--- config.mk ---
export PLATFORM = sky130hd
export DESIGN_NAME = rcm_cmd_reader
export DESIGN_NICKNAME = d
export VERILOG_FILES = /design/src/rtl/rcm_cmd_reader.sv
export SDC_FILE = /design/constraint.sdc
export NUM_CORES = 1
export LEC_CHECK = 0
export ABC_CLOCK_PERIOD_IN_PS = 2600
export CAP_MARGIN = 20
export CORE_AREA = 2 2 303 305
export CTS_BUF_LIST = sky130_fd_sc_hd__clkbuf_16
export CTS_CLUSTER_DIAMETER = 40
export DETAILED_ROUTE_END_ITERATION = 8
export DIE_AREA = 0 0 305 307
export SLEW_MARGIN = 5
export SYNTH_ARGS = -nofsm -noshare
export SYNTH_HDL_FRONTEND = slang
export SYNTH_SLANG_ARGS = --single-unit
export TNS_END_PERCENT = 5
--- constraint.sdc ---
create_clock -name CLK -period 2.6 [get_ports CLK]
set_input_delay 0.52 -clock CLK [delete_from_list [all_inputs] [get_ports CLK]]
set_output_delay 0.52 -clock CLK [all_outputs]
set_load 0.05 [all_outputs]
--- src/rtl/rcm_cmd_reader.sv ---
// rcm_cmd_reader: read side of the real-time command memory.
// Scans rows cyclically and issues the first command whose start time falls
// inside the look-ahead window (TIME, TIME+TIME_REZERV]. Overdue rows are
// counted as stale. Both issued rows and stale rows are handed to the write
// side for clearing.
//
// Handshake: cmd_valid rises with the latched fields and stays high, with the
// fields stable, until a cycle where cmd_valid && cmd_ready are both 1. The
// command transfers on that edge, and cmd_valid is low the next cycle.
// clr_req follows the same rule against clr_ack: it is held until clr_ack is
// seen, and clr_ack is ignored outside the clear state.
module rcm_cmd_reader #(
    parameter int N_IDX       = 255,
    parameter int TIME_REZERV = 384,
    parameter int AW          = 8,
    parameter int DW          = 338
) (
    input  logic          CLK,
    input  logic          rst_n,
    input  logic          EN,
    input  logic [63:0]   TIME,
    output logic [AW-1:0] rd_addr,
    output logic          rden,
    input  logic [DW-1:0] mem_q,
    output logic          cmd_valid,
    input  logic          cmd_ready,
    output logic [63:0]   TIME_START_z,
    output logic [47:0]   FREQ_z,
    output logic [47:0]   FREQ_STEP_z,
    output logic [31:0]   FREQ_RATE_z,
    output logic [15:0]   N_impuls_z,
    output logic [1:0]    TYPE_impulse_z,
    output logic [31:0]   Interval_Ti_z,
    output logic [31:0]   Interval_Tp_z,
    output logic [31:0]   Tblank1_z,
    output logic [31:0]   Tblank2_z,
    output logic          clr_req,
    output logic [AW-1:0] clr_addr,
    input  logic          clr_ack,
    output logic [15:0]   stale_cnt,
    output logic          scan_wrap,
    output logic [2:0]    dbg_state
);

    typedef enum logic [2:0] {
        S_IDLE  = 3'd0,
        S_RD    = 3'd1,
        S_WAIT  = 3'd2,
        S_CHECK = 3'd3,
        S_ISSUE = 3'd4,
        S_CLR   = 3'd5
    } state_t;

    localparam logic [63:0] EMPTY_TS = 64'hFFFF_FFFF_FFFF_FFFF;

    state_t        state_q, state_d;
    logic [AW-1:0] ptr_q, ptr_d;
    logic [DW-1:0] fld_q, fld_d;
    logic [AW-1:0] clr_addr_q, clr_addr_d;
    logic [15:0]   stale_q, stale_d;
    logic          wrap_q, wrap_d;

    logic [63:0]   row_ts;
    logic [64:0]   win_end;
    logic          advance;

    // Start time of the row under check; window end kept 65 bits wide so it cannot wrap
    assign row_ts  = mem_q[DW-1 -: 64];
    assign win_end = {1'b0, TIME} + 65'(TIME_REZERV);

    // State, scan pointer, latched fields and counters
    always_ff @(posedge CLK or negedge rst_n) begin
        if (!rst_n) begin
            state_q    <= S_IDLE;
            ptr_q      <= '0;
            fld_q      <= '0;
            clr_addr_q <= '0;
            stale_q    <= '0;
            wrap_q     <= 1'b0;
        end else begin
            state_q    <= state_d;
            ptr_q      <= ptr_d;
            fld_q      <= fld_d;
            clr_addr_q <= clr_addr_d;
            stale_q    <= stale_d;
            wrap_q     <= wrap_d;
        end
    end

    // Next-state logic: row evaluation, handshakes and pointer advance
    always_comb begin
        state_d    = state_q;
        ptr_d      = ptr_q;
        fld_d      = fld_q;
        clr_addr_d = clr_addr_q;
        stale_d    = stale_q;
        wrap_d     = 1'b0;
        advance    = 1'b0;

        case (state_q)
            S_IDLE:  if (EN) state_d = S_RD;
            S_RD:    state_d = S_WAIT;
            S_WAIT:  state_d = S_CHECK;
            S_CHECK: begin
                if (row_ts == EMPTY_TS) begin
                    advance = 1'b1;
                end else if (row_ts > TIME && {1'b0, row_ts} <= win_end) begin
                    fld_d      = mem_q;
                    clr_addr_d = ptr_q;
                    state_d    = S_ISSUE;
                end else if (row_ts <= TIME) begin
                    if (stale_q != 16'hFFFF) stale_d = stale_q + 16'd1;
                    clr_addr_d = ptr_q;
                    state_d    = S_CLR;
                end else begin
                    advance = 1'b1;
                end
            end
            S_ISSUE: if (cmd_ready) state_d = S_CLR;
            S_CLR:   if (clr_ack) advance = 1'b1;
            default: state_d = S_IDLE;
        endcase

        if (advance) begin
            if (ptr_q == AW'(N_IDX)) begin
                ptr_d  = '0;
                wrap_d = 1'b1;
            end else begin
                ptr_d  = ptr_q + AW'(1);
            end
            state_d = EN ? S_RD : S_IDLE;
        end
    end

    assign rden      = (state_q == S_RD);
    assign rd_addr   = ptr_q;
    assign cmd_valid = (state_q == S_ISSUE);
    assign clr_req   = (state_q == S_CLR);
    assign clr_addr  = clr_addr_q;
    assign stale_cnt = stale_q;
    assign scan_wrap = wrap_q;
    assign dbg_state = state_q;

    assign TIME_START_z   = fld_q[337:274];
    assign FREQ_z         = fld_q[273:226];
    assign FREQ_STEP_z    = fld_q[225:178];
    assign FREQ_RATE_z    = fld_q[177:146];
    assign N_impuls_z     = fld_q[145:130];
    assign TYPE_impulse_z = fld_q[129:128];
    assign Interval_Ti_z  = fld_q[127:96];
    assign Interval_Tp_z  = fld_q[95:64];
    assign Tblank1_z      = fld_q[63:32];
    assign Tblank2_z      = fld_q[31:0];

endmodule

==> flow_summary.ini, run 1 <==
[clock_network]
clock_latency_ns = 0.63
cts_tree = yes
cts_made_buffers = 72
h-tree-depth = 3
clock_sinks = 374
clockBufferDepth = 3
ctsRootBufferMaster = clkbuf_16
clk_transition_reported_paths_ns = 0.05

[cells_and_area]
finalNonFillerCells = 3817
drive_gt1_frac = 0.349
final_nets = 3103
num-fill-cells = 8685
area_growth_pct = 74.5

[floorplanning]
dieArea_um2 = 93600
ios = 784
fp.dieW_um = 305
initial_core_util = 0.219
die_y_um = 307
row_count = 111
core_um2 = 90700

[synth]
synthTopCellsByArea = dfrtp_1 (47%), mux2_4 (23%), ha_1 (7.8%)
ys_top_cells_by_count = dfrtp_1 (374), mux2_4 (308), ha_1 (124)
syn_inst = 1424
netlist_area_um2 = 19900
synth.most_common_cell = dfrtp_1
seq_area_frac_synth = 0.471
synthDominantCellAreaShare = 0.471
dominantRegCellSynth = dfrtp_1
syn_nets = 1955
ys_warn_count = 0
syn_area_per_cell_um2 = 14.0
synth_edf_count = 0
yosysTopAreaCell = dfrtp_1
ys_async_sr_fraction = 1.00
ys_types = 61
synth_seq_cells = 374

[critical_path]
worstSetupStartpointType = input port
cp.required_ns = 3.10
critical-path-top-delay-family = simple AND/OR/NAND/NOR gates
crit_type = input port to flip-flop
crit_slowest_cell = clkdlybuf4s50_1
path_buf_inv = 5
worst-path-max-fanout = 5
crit_path_end_kind = flip-flop
crit_path_frequent_cell = buf_12
slowest_delay_ns = 0.49
cp.depth = 20
crit_chain = clkdlybuf4s50_1, and3_1, nor2b_4, and4_4, nand2_4, or3_1, xnor2_1, ha_1, nand3_2, nor4_4, nand3_1, or3_4, o31ai_4, a21oi_2, or3b_4, buf_12, buf_8, clkbuf_16, buf_12, mux2_4
arrival_ns = 4.97
r2r_cells = 8

[power]
irDropWorstVdd_mv = 0.979
swShare = 0.438
power_leakage_nw = 16.5
power_density_nw_per_um2 = 1220
p_int_mw = 23.8
p_seq_frac = 0.244
pwr-share-clk = 0.220
power.switching_mw = 18.5
comb_power_share = 0.536

[sta]
fin_crit_sh = 1.72
finalSetupViolations = 373
fin_ws_ns = -1.87
final_hold_viol_count = 0
rsz0062_at_grt = true
skew_ns = 0.0263
period_minus_slack_ns = 4.47
fmaxAchievable_mhz = 224
slew_headroom = 0.519
drv_slew = 0
tightest_slew_ns = 0.720

[routing]
ant_nets = 0
drt-pass1-iter-count = 5
drt-vias-per-instance = 4.24
via_count = 16200
wire_per_inst_um = 21.8
drtIter0Drc = 891
drc = 0
drt-total-wl_um = 83100

[global_route]
overflow = 0
first_global_vias = 17100
grt_max_degree = 74
antenna_found_initial = 23
grt_pass1_wl_um = 118000
grtUsageTotal = 0.171

[status]
violations = setup timing
status = complete, but fails checks

[placement]
place_hpwl_um = 66400
io_buffers = 783
dp_cells = 3645
gp_congestion = 0.875
place_worst_setup_slack_ns = -3.30

[job]
maxCapViolations = 0

[hold_path]
worstHoldPathType = input port to flip-flop
holdPathStages = 2
cell families (layout without fill, tap and decap cells):
group / count (synthesis) / after routing / share of synthesized area
compound gates: 119 / 119 / 0.0368
xor+xnor: 74 / 74 / 0.0326
fa+ha+maj: 124 / 124 / 0.0781
buf+inv: 119 / 1320 / 0.0508
flops: 374 / 374 / 0.471
mux: 348 / 348 / 0.255
other cells: 0 / 6 / 0
simple gates: 266 / 266 / 0.0753
what timing repair did:
action,CTS,global route
pin swaps,34,29
hold endpoints to repair,36,0
setup endpoints to repair,373,373
setup buffers,24,5
gates resized for setup,153,116
hold buffers,1,0
cloned,6,4
worst paths after layout:
kind / startpoint / slack, ns / endpoint
setup / recovery: TIME[38] / -1.87 / fld_q[234]$_DFFE_PN0P_
hold / removal: mem_q[298] / 0.32 / fld_q[298]$_DFFE_PN0P_
setup reg to reg: stale_cnt[6]$_DFFE_PN0P_ / 0.12 / stale_cnt[1]$_DFFE_PN0P_
hold reg to reg: stale_cnt[14]$_DFFE_PN0P_ / 0.49 / stale_cnt[14]$_DFFE_PN0P_
max in group asynchronous: rst_n / 1.39 / fld_q[115]$_DFFE_PN0P_
min in group asynchronous: rst_n / 0.41 / stale_cnt[6]$_DFFE_PN0P_
routing by layer:
layer  share of wire  routed length [um]  vias to the layer above  global-route usage
met5         0.00079                  66                        -                   0
met4           0.018                1510                       10              0.0475
met3           0.066                5450                      119              0.0478
met2            0.51               42400                      576               0.303
met1            0.41               33700                     7970               0.202
li1                -                   -                     7501                   -
stage by stage:
stage	total power, mW	hold slack (ns)	area, um2	utilization	setup TNS [ns]
final	42.3	0.317	34700	0.382	-639.00
after CTS	42.5	0.381	34100	0.376	-640.81
after floorplan	24.5	0.224	20000	-	-675.92
after global routing	43.8	0.311	34700	0.382	-708.84
after global placement	32.6	0.461	31100	0.343	-1173.73
after detailed placement	32.8	0.463	31100	0.343	-1176.17
layout by cell type, fill, tap and decap left out, types with 52 or more instances in the layout:
cell / Yosys / layout
xnor2_1: 70 / 70
mux2_4: 308 / 309
dfrtp_1: 374 / 374
clkdlybuf4s50_1: 0 / 704
inv_1: 73 / 67
buf_4: 0 / 267
clkbuf_16: 0 / 77
nand4_1: 59 / 59
ha_1: 124 / 113
a21oi_1: 56 / 52
power by group through the flow:
stage          clock network, mW  registers [mW]  logic [mW]
2_1_floorplan                  0            19.3        5.18
3_3_place_gp                   0            10.3        22.3
3_5_place_dp                   0            10.3        22.5
4_1_cts                     9.49            10.3        22.7
5_1_grt                     9.75            10.6        23.5
6_report                    9.30            10.3        22.7
flip-flops by register name, summed over array words and instances, names as in the netlist:
register   count
clr_addr       8
scan_wrap      1
stale_cnt     16
dbg_state      3
rd_addr        8
fld_q        338
cell type report:
cell class | count | area (um2) | area share
tap | 1186 | 1480 | 0.0428
clock buffer | 73 | 1830 | 0.0527
sequential | 374 | 9360 | 0.270
clock inverter | 54 | 568 | 0.0164
multi-input combinational | 931 | 10000 | 0.289
antenna | 6 | 15.0 | 0.000433
inverter | 73 | 294 | 0.00848
timing repair buffer | 1120 | 11100 | 0.321
Power figures use the tool's default switching activity.
==> run 2: changes to the inputs <==
- ABC_AREA: default -> 1
- CORE_AREA: 2 2 303 305 -> 2 2 308 310
- DIE_AREA: 0 0 305 307 -> 0 0 310 312
==> run 2 against run 1 <==
  * The run still ends with setup timing left
  * Clock-buffer cell count shrank 2
  * Flip-flop and latch count stayed put
  * Final area increased by 4.5%
  * Critical path type unchanged
  * Largest cell class unchanged
==> flow_summary.ini, run 2 <==
[status]
status = complete, but fails checks
violations = setup timing

[synth]
yosys.area_share.simple = 0.112
syn_area_per_cell_um2 = 11.7
netlist_area_um2 = 20500
yosys.area_share.adder = 0.0757
ys_async_sr_fraction = 1.00
synth_seq_cells = 374
ys_types = 39
dominantRegCellSynth = dfrtp_1
synth_edf_count = 0
synth.most_common_cell = dfrtp_1
synth_compound_area_frac = 0.0318
synth_mux_area_frac = 0.240
synth_top_family_by_area = multiplexers
synthDominantCellAreaShare = 0.457
ys_warn_count = 0
syn_nets = 2282
syn_inst = 1751
yosysTopAreaCell = dfrtp_1
synth_xor_area_frac = 0.0304
ys_top_cells_by_count = dfrtp_1 (374), mux2_4 (321), nand2_1 (264)
synthTopCellsByArea = dfrtp_1 (46%), mux2_4 (24%), ha_1 (7.6%)
seq_area_frac_synth = 0.457

[critical_path]
worst-path-max-fanout = 8
r2r_cells = 10
crit_slowest_cell = mux2_4
arrival_ns = 4.64
cp.required_ns = 3.10
r2r_end = fld_q[123]$_DFFE_PN0P_
slowest_delay_ns = 0.29
crit_type = input port to flip-flop
crit_path_end_kind = flip-flop
worstSetupStartpointType = input port
rr_startpoint = dbg_state[1]$_DFFE_PN0P_
crit_path_frequent_cell = buf_4
rrSetupSlack_ns = 0.27

[routing]
via_count = 17600
wire_per_inst_um = 20.8
drt-pass1-iter-count = 5
drtIter0Drc = 795
ant_nets = 0
drt-vias-per-instance = 4.11
drt-total-wl_um = 89200
drc = 0

[cells_and_area]
drive_gt1_frac = 0.326
final_nets = 3494
area_growth_pct = 77.0
final_cell_mix = clkdlybuf4s50_1 (726), dfrtp_1 (374), buf_4 (340)
num-fill-cells = 9112
top_register = fld_q
largest_reg_flops = 338
layout_commonest_cell = clkdlybuf4s50_1
final_core_util = 0.390

[global_route]
grt_max_degree = 70
antenna_found_initial = 43
first_global_vias = 18600
grtUsageTotal = 0.177
overflow = 0
grt_pass1_wl_um = 125000

[power]
p_int_mw = 24.4
power_density_nw_per_um2 = 1220
comb_power_share = 0.547
pwr-share-clk = 0.214
power.switching_mw = 19.8
p_seq_frac = 0.239
power_leakage_nw = 17.6
swShare = 0.447
finalPower_mw = 44.2
irDropWorstVdd_mv = 0.654

[sta]
rsz0062_at_grt = true
finalSetupViolations = 358
fin_ws_ns = -1.53
drv_slew = 0
final_hold_viol_count = 0
slew_headroom = 0.506
skew_ns = 0.0293
tightest_slew_ns = 0.739
whs_ns = 0.314
fmaxAchievable_mhz = 242
fin_crit_sh = 1.59
period_minus_slack_ns = 4.13

[clock_network]
ctsRootBufferMaster = clkbuf_16
h-tree-depth = 3
clockBufferDepth = 3
clock_sinks = 374
cts_made_buffers = 70
cts_tree = yes
clk_transition_reported_paths_ns = 0.05
clock_latency_ns = 0.63

[floorplanning]
core_um2 = 93000
initial_core_util = 0.220
ios = 784
dieArea_um2 = 96700
fp.dieW_um = 310
row_count = 112
die_y_um = 312

[job]
maxCapViolations = 0

[hold_path]
min_to = fld_q[290]$_DFFE_PN0P_
hp-start = mem_q[290]
worstHoldPathType = input port to flip-flop
holdPathStages = 2

[placement]
gp_congestion = 0.908
place_worst_setup_slack_ns = -2.95
io_buffers = 783
place_hpwl_um = 72500
run 2: cell count changes after synthesis, sizes merged, moves of 23 or more:
cell	before	now
nand2	49	266
nor3	13	36
nor2	35	98
xnor2	70	4
inv	73	169
xor2	4	67
run 2: critical path, delay by kind of cell:
kind          cells  cell delay, ns
simple gates     16            1.70
buf+inv          11            1.47
fa+ha+maj         2            0.44
mux               1            0.29
xor+xnor          1            0.16
run 2: metrics by stage:
step	cells	TNS, ns	instance area, um2
2_1_floorplan	1751	-466.13	20500
3_3_place_gp	4082	-1059.56	32300
3_5_place_dp	4082	-1053.31	32300
4_1_cts	4254	-547.05	35700
5_1_grt	4285	-584.47	36200
6_report	4287	-511.72	36300
run 2: kinds of logic (layout without fill, tap and decap cells):
kind of cell	Yosys count	count (layout)
AO/OA/AOI/OAI	120	120
XOR/XNOR	71	71
adder cells (fa/ha/maj)	124	124
buffers and inverters	216	1481
flip-flops	374	374
multiplexers	329	329
other	0	17
AND/OR/NAND/NOR	517	517
run 2: layer usage:
| layer | routed length [um] | part of all wire | up-vias | global-route usage |
|---|---|---|---|---|
| met5 | 130 | 0.0015 | - | 0 |
| met4 | 4150 | 0.047 | 20 | 0.0943 |
| met3 | 7990 | 0.090 | 186 | 0.0689 |
| met2 | 43800 | 0.49 | 630 | 0.299 |
| met1 | 33200 | 0.37 | 8343 | 0.190 |
| li1 | - | - | 8456 | - |
run 2: how the worst max path moves through the flow:
stage	cells past startpoint	slack, ns	to	from
3_5_place_dp	29	-2.95	fld_q[34]$_DFFE_PN0P_	TIME[7]
3_3_place_gp	29	-2.96	fld_q[283]$_DFFE_PN0P_	TIME[7]
4_1_cts	32	-1.68	fld_q[207]$_DFFE_PN0P_	TIME[7]
6_report	31	-1.53	fld_q[123]$_DFFE_PN0P_	TIME[7]
5_1_grt	32	-1.74	fld_q[91]$_DFFE_PN0P_	TIME[7]
2_1_floorplan	28	-1.33	fld_q[0]$_DFFE_PN0P_	TIME[8]
run 2: area by class of cell:
| class | instances | area (um2) | area share |
|---|---|---|---|
| inverters | 173 | 677 | 0.0187 |
| multi-input cells | 1161 | 10600 | 0.292 |
| well taps | 1254 | 1570 | 0.0433 |
| clock buffers | 71 | 1780 | 0.0490 |
| repair buffers | 1183 | 11600 | 0.320 |
| flip-flops and latches | 374 | 9360 | 0.258 |
| clock inverters | 54 | 656 | 0.0181 |
| diodes | 17 | 42.5 | 0.00117 |
run 2: power groups by stage:
stage | Clock [mW] | Sequential, mW | Combinational (mW)
2_1_floorplan | 0 | 19.9 | 5.52
5_1_grt | 9.97 | 10.9 | 25.0
3_3_place_gp | 0 | 10.5 | 23.7
3_5_place_dp | 0 | 10.6 | 23.8
6_report | 9.44 | 10.6 | 24.2
4_1_cts | 9.68 | 10.6 | 24.2
run 2: timing repair:
item,4_1_cts,5_1_grt
resized for setup,159,132
endpoints found under the hold margin,42,0
buffers inserted,39,15
hold buffers,1,0
endpoints found under the setup margin,373,373
gates cloned,9,6
pin swaps,38,63
